`src/rtl/spu_branch_pkg.sv`:
```
// SPU branch unit shared types: formats, opcodes, branch kinds
// and the slot carried between pipeline stages.
package spu_branch_pkg;

  localparam int PC_MAX = 32;
  typedef logic [PC_MAX-1:0] pc_t;

  localparam logic [2:0] FMT_RR   = 3'd0;
  localparam logic [2:0] FMT_RI16 = 3'd5;
  localparam logic [2:0] FMT_RI18 = 3'd6;

  localparam logic [10:0] OP_BR    = 11'b00001100100;
  localparam logic [10:0] OP_BRA   = 11'b00001100000;
  localparam logic [10:0] OP_BRSL  = 11'b00001100110;
  localparam logic [10:0] OP_BRASL = 11'b00001100010;
  localparam logic [10:0] OP_BRZ   = 11'b00001000000;
  localparam logic [10:0] OP_BRNZ  = 11'b00001000010;
  localparam logic [10:0] OP_BRHZ  = 11'b00001000100;
  localparam logic [10:0] OP_BRHNZ = 11'b00001000110;
  localparam logic [10:0] OP_BI    = 11'b00110101000;
  localparam logic [10:0] OP_HBRR  = 11'b00000001001;
  localparam logic [10:0] OP_HBRA  = 11'b00000001000;

  typedef enum logic [2:0] {
    REL, ABS, IND, CONDW, CONDH, HINT_R, HINT_A
  } kind_e;

  // For hint kinds, pc holds the hint key and target the hinted target.
  typedef struct packed {
    logic       valid;
    kind_e      kind;
    logic       link;
    pc_t        pc;
    pc_t        target;
    logic       cond_ok;
    logic [6:0] rt_addr;
    logic       reg_write;
  } slot_t;

  function automatic logic is_hint(kind_e k);
    return (k == HINT_R) || (k == HINT_A);
  endfunction

endpackage

```
`src/rtl/branch_hint_table.sv`:
```
// Branch-hint table: keyed overwrite or round-robin fill,
// lowest-index lookup, entry consumed on hit.
module branch_hint_table
  import spu_branch_pkg::*;
#(
  parameter int PC_WIDTH   = 8,
  parameter int HINT_DEPTH = 4
) (
  input  logic                clk,
  input  logic                reset,
  input  logic                wr_en,
  input  logic [PC_WIDTH-1:0] wr_key,
  input  logic [PC_WIDTH-1:0] wr_target,
  input  logic                lk_en,
  input  logic [PC_WIDTH-1:0] lk_key,
  output logic                lk_hit,
  output logic [PC_WIDTH-1:0] lk_target
);

  localparam int IW = $clog2(HINT_DEPTH);

  logic [HINT_DEPTH-1:0] vld;
  logic [PC_WIDTH-1:0]   key [HINT_DEPTH];
  logic [PC_WIDTH-1:0]   tgt [HINT_DEPTH];
  logic [IW-1:0]         ptr;
  logic [IW-1:0]         lk_idx;
  logic [IW-1:0]         wr_idx;
  logic                  lk_m;
  logic                  wr_m;

  // Descending scan so the lowest matching index wins.
  always_comb begin
    lk_m   = 1'b0;
    wr_m   = 1'b0;
    lk_idx = '0;
    wr_idx = ptr;
    for (int i = HINT_DEPTH - 1; i >= 0; i--) begin
      if (vld[i] && key[i] == lk_key) begin
        lk_m   = 1'b1;
        lk_idx = IW'(i);
      end
      if (vld[i] && key[i] == wr_key) begin
        wr_m   = 1'b1;
        wr_idx = IW'(i);
      end
    end
  end

  assign lk_hit    = lk_en && lk_m;
  assign lk_target = tgt[lk_idx];

  always_ff @(posedge clk or negedge reset) begin
    if (!reset) begin
      vld <= '0;
      ptr <= '0;
      for (int i = 0; i < HINT_DEPTH; i++) begin
        key[i] <= '0;
        tgt[i] <= '0;
      end
    end else begin
      if (lk_hit)
        vld[lk_idx] <= 1'b0;
      if (wr_en) begin
        vld[wr_idx] <= 1'b1;
        key[wr_idx] <= wr_key;
        tgt[wr_idx] <= wr_target;
        if (!wr_m)
          ptr <= ptr + 1'b1;
      end
    end
  end

endmodule

```
`src/rtl/branch_unit_hinted.sv`:
```
// SPU odd-pipe branch unit with hint table, configurable
// latency and squash of younger ops on mispredict.
module branch_unit_hinted
  import spu_branch_pkg::*;
#(
  parameter int PC_WIDTH   = 8,
  parameter int LATENCY    = 1,
  parameter int HINT_DEPTH = 4
) (
  input  logic                clk,
  input  logic                reset,
  input  logic [10:0]         op,
  input  logic [2:0]          format,
  input  logic [6:0]          rt_addr,
  input  logic [127:0]        ra,
  input  logic [17:0]         imm,
  input  logic                reg_write,
  input  logic [PC_WIDTH-1:0] pc_in,
  output logic [127:0]        rt_wb,
  output logic [6:0]          rt_addr_wb,
  output logic                reg_write_wb,
  output logic [PC_WIDTH-1:0] pc_wb,
  output logic                branch_taken,
  output logic                hint_hit,
  output logic                flush,
  output logic [15:0]         mispredict_count
);

  logic [31:0] ra_w;
  logic [31:0] sx16;
  logic [31:0] zx16;
  logic [31:0] ix32;
  logic [31:0] hkey;
  logic [31:0] hrel;
  logic [31:0] habs;
  logic        i16;
  logic        i18;
  logic        irr;
  logic        known;
  logic        link;
  logic        neg;
  kind_e       kind;
  slot_t       dec;
  slot_t       res;

  // SPU bit 0 is the MSB: ra[0:31] is ra[127:96], imm[2:17] is imm[15:0].
  assign ra_w = ra[127:96];
  assign sx16 = {{16{imm[15]}}, imm[15:0]};
  assign zx16 = {16'd0, imm[15:0]};
  assign ix32 = {2'd0, ra_w[31:2]};
  assign hkey = {23'd0, imm[8:0]};
  assign hrel = {{23{imm[17]}}, imm[17:9]};
  assign habs = {23'd0, imm[17:9]};

  assign i16 = format == FMT_RI16;
  assign i18 = format == FMT_RI18;
  assign irr = format == FMT_RR;

  always_comb begin
    kind  = REL;
    known = 1'b1;
    link  = 1'b0;
    neg   = 1'b0;
    unique case (1'b1)
      i16 && op == OP_BR:    kind = REL;
      i16 && op == OP_BRA:   kind = ABS;
      i16 && op == OP_BRSL: begin
        kind = REL;
        link = 1'b1;
      end
      i16 && op == OP_BRASL: begin
        kind = ABS;
        link = 1'b1;
      end
      i16 && op == OP_BRZ:   kind = CONDW;
      i16 && op == OP_BRNZ: begin
        kind = CONDW;
        neg  = 1'b1;
      end
      i16 && op == OP_BRHZ:  kind = CONDH;
      i16 && op == OP_BRHNZ: begin
        kind = CONDH;
        neg  = 1'b1;
      end
      irr && op == OP_BI:    kind = IND;
      i18 && op == OP_HBRR:  kind = HINT_R;
      i18 && op == OP_HBRA:  kind = HINT_A;
      default:               known = 1'b0;
    endcase
  end

  // Ops presented while a flush is visible are dropped here.
  always_comb begin
    dec           = '0;
    dec.valid     = known && !flush;
    dec.kind      = kind;
    dec.link      = link;
    dec.rt_addr   = rt_addr;
    dec.reg_write = reg_write;
    dec.cond_ok   = 1'b1;
    dec.pc        = pc_t'(pc_in);
    dec.target    = pc_t'(pc_in + sx16[PC_WIDTH-1:0]);
    unique case (kind)
      ABS:   dec.target  = pc_t'(zx16[PC_WIDTH-1:0]);
      IND:   dec.target  = pc_t'(ix32[PC_WIDTH-1:0]);
      CONDW: dec.cond_ok = neg ^ (ra_w == 32'd0);
      CONDH: dec.cond_ok = neg ^ (ra_w[15:0] == 16'd0);
      HINT_R: begin
        dec.pc     = pc_t'(pc_in + hkey[PC_WIDTH-1:0]);
        dec.target = pc_t'(pc_in + hrel[PC_WIDTH-1:0]);
      end
      HINT_A: begin
        dec.pc     = pc_t'(pc_in + hkey[PC_WIDTH-1:0]);
        dec.target = pc_t'(habs[PC_WIDTH-1:0]);
      end
      default: ;
    endcase
  end

  logic                br;
  logic                hw;
  logic                taken;
  logic                hit;
  logic                flush_d;
  logic [PC_WIDTH-1:0] rpc;
  logic [PC_WIDTH-1:0] rtgt;
  logic [PC_WIDTH-1:0] pc1;
  logic [PC_WIDTH-1:0] htgt;

  generate
    if (LATENCY == 1) begin : g_direct
      assign res = dec;
    end else begin : g_pipe
      slot_t pipe [LATENCY-1];
      always_ff @(posedge clk or negedge reset) begin
        if (!reset) begin
          pipe <= '{default: '0};
        end else if (flush_d) begin
          pipe <= '{default: '0};
        end else begin
          pipe[0] <= dec;
          for (int i = 1; i < LATENCY - 1; i++)
            pipe[i] <= pipe[i-1];
        end
      end
      assign res = pipe[LATENCY-2];
    end
  endgenerate

  assign br    = res.valid && !is_hint(res.kind);
  assign hw    = res.valid && is_hint(res.kind);
  assign rpc   = res.pc[PC_WIDTH-1:0];
  assign rtgt  = res.target[PC_WIDTH-1:0];
  assign pc1   = rpc + 1'b1;
  assign taken = br && res.cond_ok;

  branch_hint_table #(
    .PC_WIDTH  (PC_WIDTH),
    .HINT_DEPTH(HINT_DEPTH)
  ) u_tbl (
    .clk      (clk),
    .reset    (reset),
    .wr_en    (hw),
    .wr_key   (rpc),
    .wr_target(rtgt),
    .lk_en    (br),
    .lk_key   (rpc),
    .lk_hit   (hit),
    .lk_target(htgt)
  );

  assign flush_d = br && ((taken != hit) ||
                   (taken && hit && rtgt != htgt));

  always_ff @(posedge clk or negedge reset) begin
    if (!reset) begin
      rt_wb            <= '0;
      rt_addr_wb       <= '0;
      reg_write_wb     <= 1'b0;
      pc_wb            <= '0;
      branch_taken     <= 1'b0;
      hint_hit         <= 1'b0;
      flush            <= 1'b0;
      mispredict_count <= '0;
    end else begin
      branch_taken <= taken;
      hint_hit     <= hit;
      flush        <= flush_d;
      pc_wb        <= !br ? '0 : (taken ? rtgt : pc1);
      rt_wb        <= (br && res.link) ?
                      {32'(pc1), 96'd0} : '0;
      rt_addr_wb   <= (br && res.link) ? res.rt_addr : '0;
      reg_write_wb <= br && res.link && res.reg_write;
      if (flush_d && mispredict_count != 16'hFFFF)
        mispredict_count <= mispredict_count + 16'd1;
    end
  end

  logic unused_bits;
  assign unused_bits = ^{ra[95:0], res.pc, res.target};

endmodule

```
`config.mk`:
```
export PLATFORM = sky130hd
export DESIGN_NAME = branch_unit_hinted
export DESIGN_NICKNAME = d
export VERILOG_FILES = /design/src/rtl/spu_branch_pkg.sv /design/src/rtl/branch_hint_table.sv /design/src/rtl/branch_unit_hinted.sv
export SDC_FILE = /design/constraint.sdc
export NUM_CORES = 1
export LEC_CHECK = 0
export BUFFER_PORTS_ARGS = -buffer_cell sky130_fd_sc_hd__buf_2
export CAP_MARGIN = 25
export CORE_MARGIN = 3
export CORE_UTILIZATION = 45
export DETAILED_ROUTE_END_ITERATION = 6
export PLACE_DENSITY = 0.73
export SYNTH_ARGS = -nofsm -noshare
export SYNTH_HDL_FRONTEND = slang
export SYNTH_SLANG_ARGS = --single-unit
```
`constraint.sdc`:
```
create_clock -name clk -period 9.02 [get_ports clk]
set_input_delay 0.451 -clock clk [delete_from_list [all_inputs] [get_ports clk]]
set_output_delay 0.451 -clock clk [all_outputs]
set_load 0.02 [all_outputs]
```
==> flow_summary_export.csv, run 1 <==
group,metric,value,unit
outcome,status,"completed",
synth,async_flop_share,100.0,%
clock_tree,cts_tree,"yes",
clock_tree,cts.sinks,113,
sta,tightest_slew,1.027,ns
clock_tree,postCtsSetupBuffers,0,
power,worst_ir_drop_vdd,103.9,uV
sta,post-route-period-util,83.07,%
sta,setup_viol,0,
grt,grt_pass1_vias,6413,
grt,grt_overflow_total,0,
synth,yosys_warnings,0,
routing,drt-pass1-iter-count,5,
power,power_density,150.5,nW/um^2
synth,syn_area,7995,sq um
power,combPwrFrac,15.8,%
synth,yosysUniqueCellTypes,70,
floorplan,core-area,17360,sq um
worst_setup_path,crit_arrival,7.79,ns
final_layout,area_growth,13.18,%
job,cap_violations,0,
sta,final.min_clock_period,7.493,ns
synth,avgSynthCellArea,8.973,sq um
worst_setup_path,endpoint_kind,"flop",
synth,synth_top_family_by_area,"simple AND/OR/NAND/NOR gates",
grt,antenna_found_initial,0,
final_layout,fin_area,9049,sq um
synth,synth_adder_area_share,3.787,%
hold_path,holdCritPathClass,"input port to asynchronous set/reset pin",
synth,ys_ff_latch,113,
floorplan,die_area,19400,sq um
synth,yosys.area_share.xor_xnor,7.308,%
synth,synthSimpleGateAreaFrac,17.46,%
final_layout,mostFrequentLayoutCells,"buf_2 (121), conb_1 (120), dfrtp_1 (113)",
final_layout,utilization,52.13,%
routing,drtIter0Drc,604,
final_layout,finalNetCount,1219,
clock_tree,clk_latency,0.42,ns
synth,ys_seq_area_share,35.37,%
power,swShare,29.10,%
routing,drc,0,
power,power.share.sequential,37.3,%
power,finalPower,1.362,mW
power,leakage,4.412,nW
routing,drt-total-wl,21590,um
clock_tree,numCtsBuffers,17,
grt,track_usage,21.42,%
routing,viasPerCell,5.491,
sta,rsz0062_at_grt,"false",
routing,wl_per_cell,17.21,um
synth,synth_flop_cell,"dfrtp_1",
worst_setup_path,worstSetupPathType,"input port to flop",
sta,setup_tns,0,ns
sta,final_max_slew_viol_count,0,
clock_tree,ctsHoldBuffers,0,
grt,grt_max_degree,61,
placed_design,placed_cell_area,8484,sq um
routing,ant_nets,0,
sta,max_freq,0.1335,GHz
synth,synth_mux_area_share,5.540,%
clock_tree,cts_root_buf,"clkbuf_16",
clock_tree,cts_buffer_depth,2,
clock_tree,cts-resized-gates,0,
worst_setup_path,setup.worst_path.start_class,"input port",
power,p_clk_share,46.9,%
floorplan,io_pins,341,
synth,synth_edf_count,0,
clock_tree,cts.clk_slew.worst_paths,0.06,ns
synth,synth_compound_area_share,16.34,%
placed_design,portBuffers,122,
routing,vias,6891,
final_layout,drive_above_1_share,21.17,%
floorplan,die_height,139.3,um
floorplan,rows,48,
synth,synth_cells,891,
placed_design,globalplace.congestion,0.9095,
floorplan,initial_core_util,46.06,%
final_layout,final_common_cell,"buf_2",
final_layout,diodes,0,
sta,clock_skew,0.01229,ns
worst_setup_path,crit_fanout,14,
power,p_switching,0.3963,mW
grt,grt_pass1_wl,33440,um
worst_setup_path,cp_data_required_time,9.32,ns
clock_tree,htree_levels,4,
power,cellInternalPower,0.9654,mW
sta,relSlewSlack,31.01,%
floorplan,die_x,139.3,um
sta,hold_viol,0,
final_layout,n_fill_cell,1593,
placed_design,dp_hpwl,15980,um
==> layer usage <==
layer | track usage (%) | part of all wire (%) | wire length, um
met5 | 0 | 0 | 0
met4 | 8.187 | 2.8 | 603
met3 | 5.361 | 9.1 | 1962
met2 | 34.78 | 48 | 10270
met1 | 27.66 | 41 | 8760
==> critical path, cell delays in order <==
cell and delay, ns:
buf_2 0.13, or4b_1 0.54, or4_1 0.62, or2_2 0.36, o221a_2 0.31, inv_1 0.08, ha_1 0.41, nor2_1 0.18
a211o_1 0.46, nor4_2 0.60, nor2_1 0.16, or4_1 0.74, or3_1 0.61, a311o_1 0.36, and3_1 0.19, nor4b_1 0.36
nand4_1 0.22, a41oi_2 0.62, mux2_1 0.38
==> final timing paths <==
| path | from | end | slack (ns) | cells after the start |
|---|---|---|---|---|
| worst max-delay path | op[1] | mispredict_count[1] | 1.53 | 19 |
| worst min-delay path | reset | u_tbl.key[29] | 0.09 | 1 |
| worst max register to register | u_tbl.key[20] | mispredict_count[1] | 4.41 | 12 |
| worst min register to register | u_tbl.ptr[1] | u_tbl.ptr[1] | 0.47 | 1 |
| max in group asynchronous | reset | u_tbl.tgt[2] | 7.72 | 2 |
| min in group clk | rt_addr[3] | rt_addr_wb[3] | 0.24 | 2 |
==> logic make-up (layout without fill, tap and decap cells) <==
logic type | count (synthesis) | count (layout)
flip-flops | 113 | 113
adder cells (fa/ha/maj) | 23 | 23
AND/OR/NAND/NOR | 276 | 276
multiplexers | 40 | 40
XOR/XNOR | 65 | 65
buffers and inverters | 178 | 198
other | 1 | 120
AO/OA/AOI/OAI | 195 | 195
==> state kept, by name, indices dropped and copies added (netlist names) <==
signal,cells
hint_hit,1
branch_taken,1
rt_wb,8
flush,1
mispredict_count,16
u_tbl.key,32
rt_addr_wb,7
reg_write_wb,1
u_tbl.vld,4
pc_wb,8
u_tbl.tgt,32
u_tbl.ptr,2
==> metrics by stage <==
stage | hold slack (ns) | instances | worst slack (ns)
floorplan | 0.1554 | 1010 | 2.740
global placement | 0.4524 | 1223 | 1.204
detailed placement | 0.4559 | 1224 | 1.193
CTS | 0.1104 | 1255 | 1.598
global route | 0.1429 | 1255 | 1.225
finish | 0.08633 | 1255 | 1.527
==> synth_stat cells (all sizes together) (4+ instances only) <==
| library cell | number | share of area, % |
|---|---|---|
| a21boi | 9 | 0.85 |
| nand3 | 24 | 1.5 |
| a211o | 4 | 0.44 |
| mux2i | 16 | 2.2 |
| nor2b | 4 | 0.31 |
| a21o | 5 | 0.47 |
| xnor2 | 32 | 3.5 |
| nor4b | 6 | 0.66 |
| inv | 20 | 0.94 |
| o21ai | 39 | 2.4 |
| ha | 21 | 3.3 |
| or2 | 7 | 0.55 |
| a311o | 8 | 1.0 |
| xor2 | 32 | 3.5 |
| and2 | 13 | 1.0 |
| buf | 126 | 12 |
| or3 | 5 | 0.39 |
| o211ai | 10 | 0.94 |
| nand4 | 7 | 0.55 |
| and3 | 10 | 0.78 |
| a22oi | 10 | 0.94 |
| a211oi | 10 | 0.94 |
| mux2 | 24 | 3.4 |
| or4 | 4 | 0.38 |
| clkbuf | 32 | 1.5 |
| a221oi | 7 | 0.77 |
| nor2 | 70 | 3.3 |
| dfrtp | 113 | 35 |
| a21oi | 56 | 3.5 |
| nor3 | 10 | 0.63 |
| nand2 | 70 | 3.3 |
| nand2b | 9 | 0.70 |
| a22o | 4 | 0.44 |
| nor4 | 23 | 1.9 |
==> power by group through the flow <==
stage / logic, mW / clock network (mW) / registers, mW
floorplan: 0.177 / 0 / 0.516
global placement: 0.210 / 0 / 0.516
detailed placement: 0.212 / 0 / 0.516
CTS: 0.212 / 0.649 / 0.507
global route: 0.232 / 0.669 / 0.507
finish: 0.215 / 0.639 / 0.507
==> area by class of cell <==
cell class / instances / area [sq um] / share of cell area [%]
Multi-Input combinational cell: 719 / 4496 / 49.68
Sequential cell: 113 / 2828 / 31.25
Timing Repair Buffer: 147 / 804.5 / 8.891
Clock buffer: 20 / 456.7 / 5.047
Tap cell: 225 / 281.5 / 3.111
Clock inverter: 11 / 107.6 / 1.189
Inverter: 20 / 75.07 / 0.8296
Note: power is estimated with default switching activity, not from simulation.
==> run 2: changes to the inputs <==
- clock period: 9.02 -> 7.7 ns (I/O delays scaled with it)
==> run 2 against run 1 <==
Critical path depth rose by 5. Die area did not move. Core utilization rose by 0.48 points. Global-route usage rose by 0.36 points. Non-clock buffer count rose by 10. First-iteration DRC count rose by 6.0%. Design area rose by 0.93%. Sequential share of layout area fell by 0.29 points. Total power rose by 16%.
==> flow_summary_export.csv, run 2 (synthesis results as in run 1) <==
group,metric,value,unit
job,cap_violations,0,
worst_setup_path,crit_family,"simple AND/OR/NAND/NOR gates",
sta,rsz0062_at_grt,"false",
clock_tree,numCtsBuffers,17,
power,power_density,173.0,nW/um^2
grt,antenna_found_initial,0,
floorplan,die_area,19400,sq um
sta,max_freq,0.1427,GHz
clock_tree,htree_levels,4,
sta,hold_viol,0,
sta,post-route-period-util,90.99,%
sta,tightest_slew,1.014,ns
grt,grt_pass1_vias,6549,
floorplan,io_pins,341,
worst_setup_path,crit_arrival,7.29,ns
grt,track_usage,21.78,%
clock_tree,cts.sinks,113,
outcome,status,"completed",
grt,grt_overflow_total,0,
floorplan,core-area,17360,sq um
power,worst_ir_drop_vdd,125.7,uV
routing,drt-total-wl,21710,um
routing,viasPerCell,5.481,
final_layout,finalNetCount,1229,
routing,ant_nets,0,
floorplan,initial_core_util,46.06,%
placed_design,dp_hpwl,16190,um
final_layout,mostFrequentLayoutCells,"buf_2 (121), conb_1 (120), dfrtp_1 (113)",
routing,drt-pass1-iter-count,5,
hold_path,holdCritPathClass,"input port to asynchronous set/reset pin",
final_layout,n_fill_cell,1648,
final_layout,reg_top3,"u_tbl.key: 32 flops, u_tbl.tgt: 32 flops, mispredict_count: 16 flops",
routing,drc,0,
routing,vias,6939,
worst_setup_path,crit_chain,"buf_2 -> or4b_1 -> or4_1 -> or2_2 -> o221a_2 -> inv_1 -> ha_1 -> nor2_1 -> a211oi_1 -> buf_4 -> mux2i_1 -> buf_4 -> xnor2_1 -> a2111oi_2 -> buf_4 -> a21oi_1 -> a22oi_1 -> and3_1 -> nor4b_1 -> nand4_1 -> a41oi_2 -> buf_4 -> nor4bb_1 -> xor2_1",
final_layout,diodes,0,
clock_tree,cts_buffer_depth,2,
clock_tree,cts_root_buf,"clkbuf_16",
clock_tree,cts-resized-gates,0,
worst_setup_path,worstSetupPathType,"input port to flop",
clock_tree,cts_tree,"yes",
floorplan,die_height,139.3,um
routing,drtIter0Drc,640,
sta,setup_tns,0,ns
sta,setup_viol,0,
final_layout,area_growth,14.23,%
final_layout,drive_above_1_share,22.00,%
clock_tree,postCtsSetupBuffers,0,
worst_setup_path,cp_data_required_time,7.98,ns
sta,clock_skew,0.01080,ns
sta,holdWs,0.01729,ns
sta,final_max_slew_viol_count,0,
worst_setup_path,setup.worst_path.start_class,"input port",
clock_tree,cts.clk_slew.worst_paths,0.05,ns
worst_setup_path,critPathMostFrequentCell,"buf_4",
worst_setup_path,endpoint_kind,"flop",
worst_setup_path,crit_fanout,11,
grt,grt_max_degree,60,
routing,wl_per_cell,17.15,um
worst_setup_path,crit_buf_inv,6,
placed_design,portBuffers,122,
placed_design,globalplace.congestion,0.9071,
worst_setup_path,worst_path_largest_cell_delay,0.71,ns
worst_setup_path,crit_slowest_cell,"a21oi_1",
grt,grt_pass1_wl,34170,um
sta,relSlewSlack,31.90,%
power,leakage,4.480,nW
clock_tree,ctsHoldBuffers,0,
floorplan,rows,48,
sta,final.min_clock_period,7.006,ns
final_layout,final_common_cell,"buf_2",
clock_tree,clk_latency,0.42,ns
floorplan,die_x,139.3,um
==> run 2: final cells by class <==
| cell class | count | area, sq um | share of cell area, % |
|---|---|---|---|
| Clock buffer | 24 | 511.7 | 5.604 |
| Clock inverter | 8 | 52.55 | 0.5754 |
| Inverter | 20 | 75.07 | 0.8220 |
| Multi-Input combinational cell | 719 | 4496 | 49.23 |
| Sequential cell | 113 | 2828 | 30.96 |
| Tap cell | 225 | 281.5 | 3.083 |
| Timing Repair Buffer | 157 | 888.4 | 9.727 |
==> run 2: final timing paths <==
path | from | to | slack, ns | cells after the start
worst max-delay path | op[1] | mispredict_count[10] | 0.69 | 24
worst min-delay path | reset | u_tbl.key[27] | 0.02 | 1
worst max register to register | u_tbl.key[6] | mispredict_count[10] | 3.25 | 16
worst min register to register | u_tbl.ptr[1] | u_tbl.ptr[1] | 0.47 | 1
max in group asynchronous | reset | u_tbl.tgt[8] | 6.46 | 2
min in group clk | rt_addr[1] | rt_addr_wb[1] | 0.18 | 2
==> run 2: routing by layer <==
metal / part of all wire, % / up-vias / routed length (um) / global-route usage [%]
met2: 48 / 327 / 10430 / 35.80
li1: - / 3204 / - / -
met3: 8.3 / 37 / 1807 / 5.567
met1: 42 / 3371 / 9038 / 28.23
met4: 2.0 / 0 / 438 / 7.055
met5: 0 / - / 0 / 0
==> run 2: where the power goes <==
| part | switching, mW | leakage, nW | internal (mW) |
|---|---|---|---|
| sequential | 0.00000820 | 1.57 | 0.595 |
| clock | 0.275 | 0.278 | 0.460 |
| combinational | 0.175 | 2.63 | 0.0752 |
| total | 0.450 | 4.48 | 1.13 |
==> run 2: per-stage QoR <==
step,setup WS (ns),util (%),instance area (sq um),total power [mW],cells
floorplan,1.486,-,8442,0.8126,1010
global placement,0.4849,49.37,8568,0.8469,1234
detailed placement,0.4878,49.37,8568,0.8497,1234
CTS,0.8801,52.62,9133,1.584,1266
global route,0.2793,52.62,9133,1.637,1266
finish,0.6940,52.62,9133,1.580,1266
==> run 2: worst register-to-register path, cell delays in order (launching register included) <==
cell and delay, ns:
dfrtp_1 0.41, xnor2_1 0.29, nor3_1 0.08, a221oi_1 0.23, nand4_1 0.12, or4b_1 0.57
a211oi_1 0.25, buf_4 0.24, o211ai_1 0.12, a311o_1 0.39, and3_1 0.19, nor4b_1 0.35
nand4_1 0.22, a41oi_2 0.42, buf_4 0.22, nor4bb_1 0.06, xor2_1 0.15
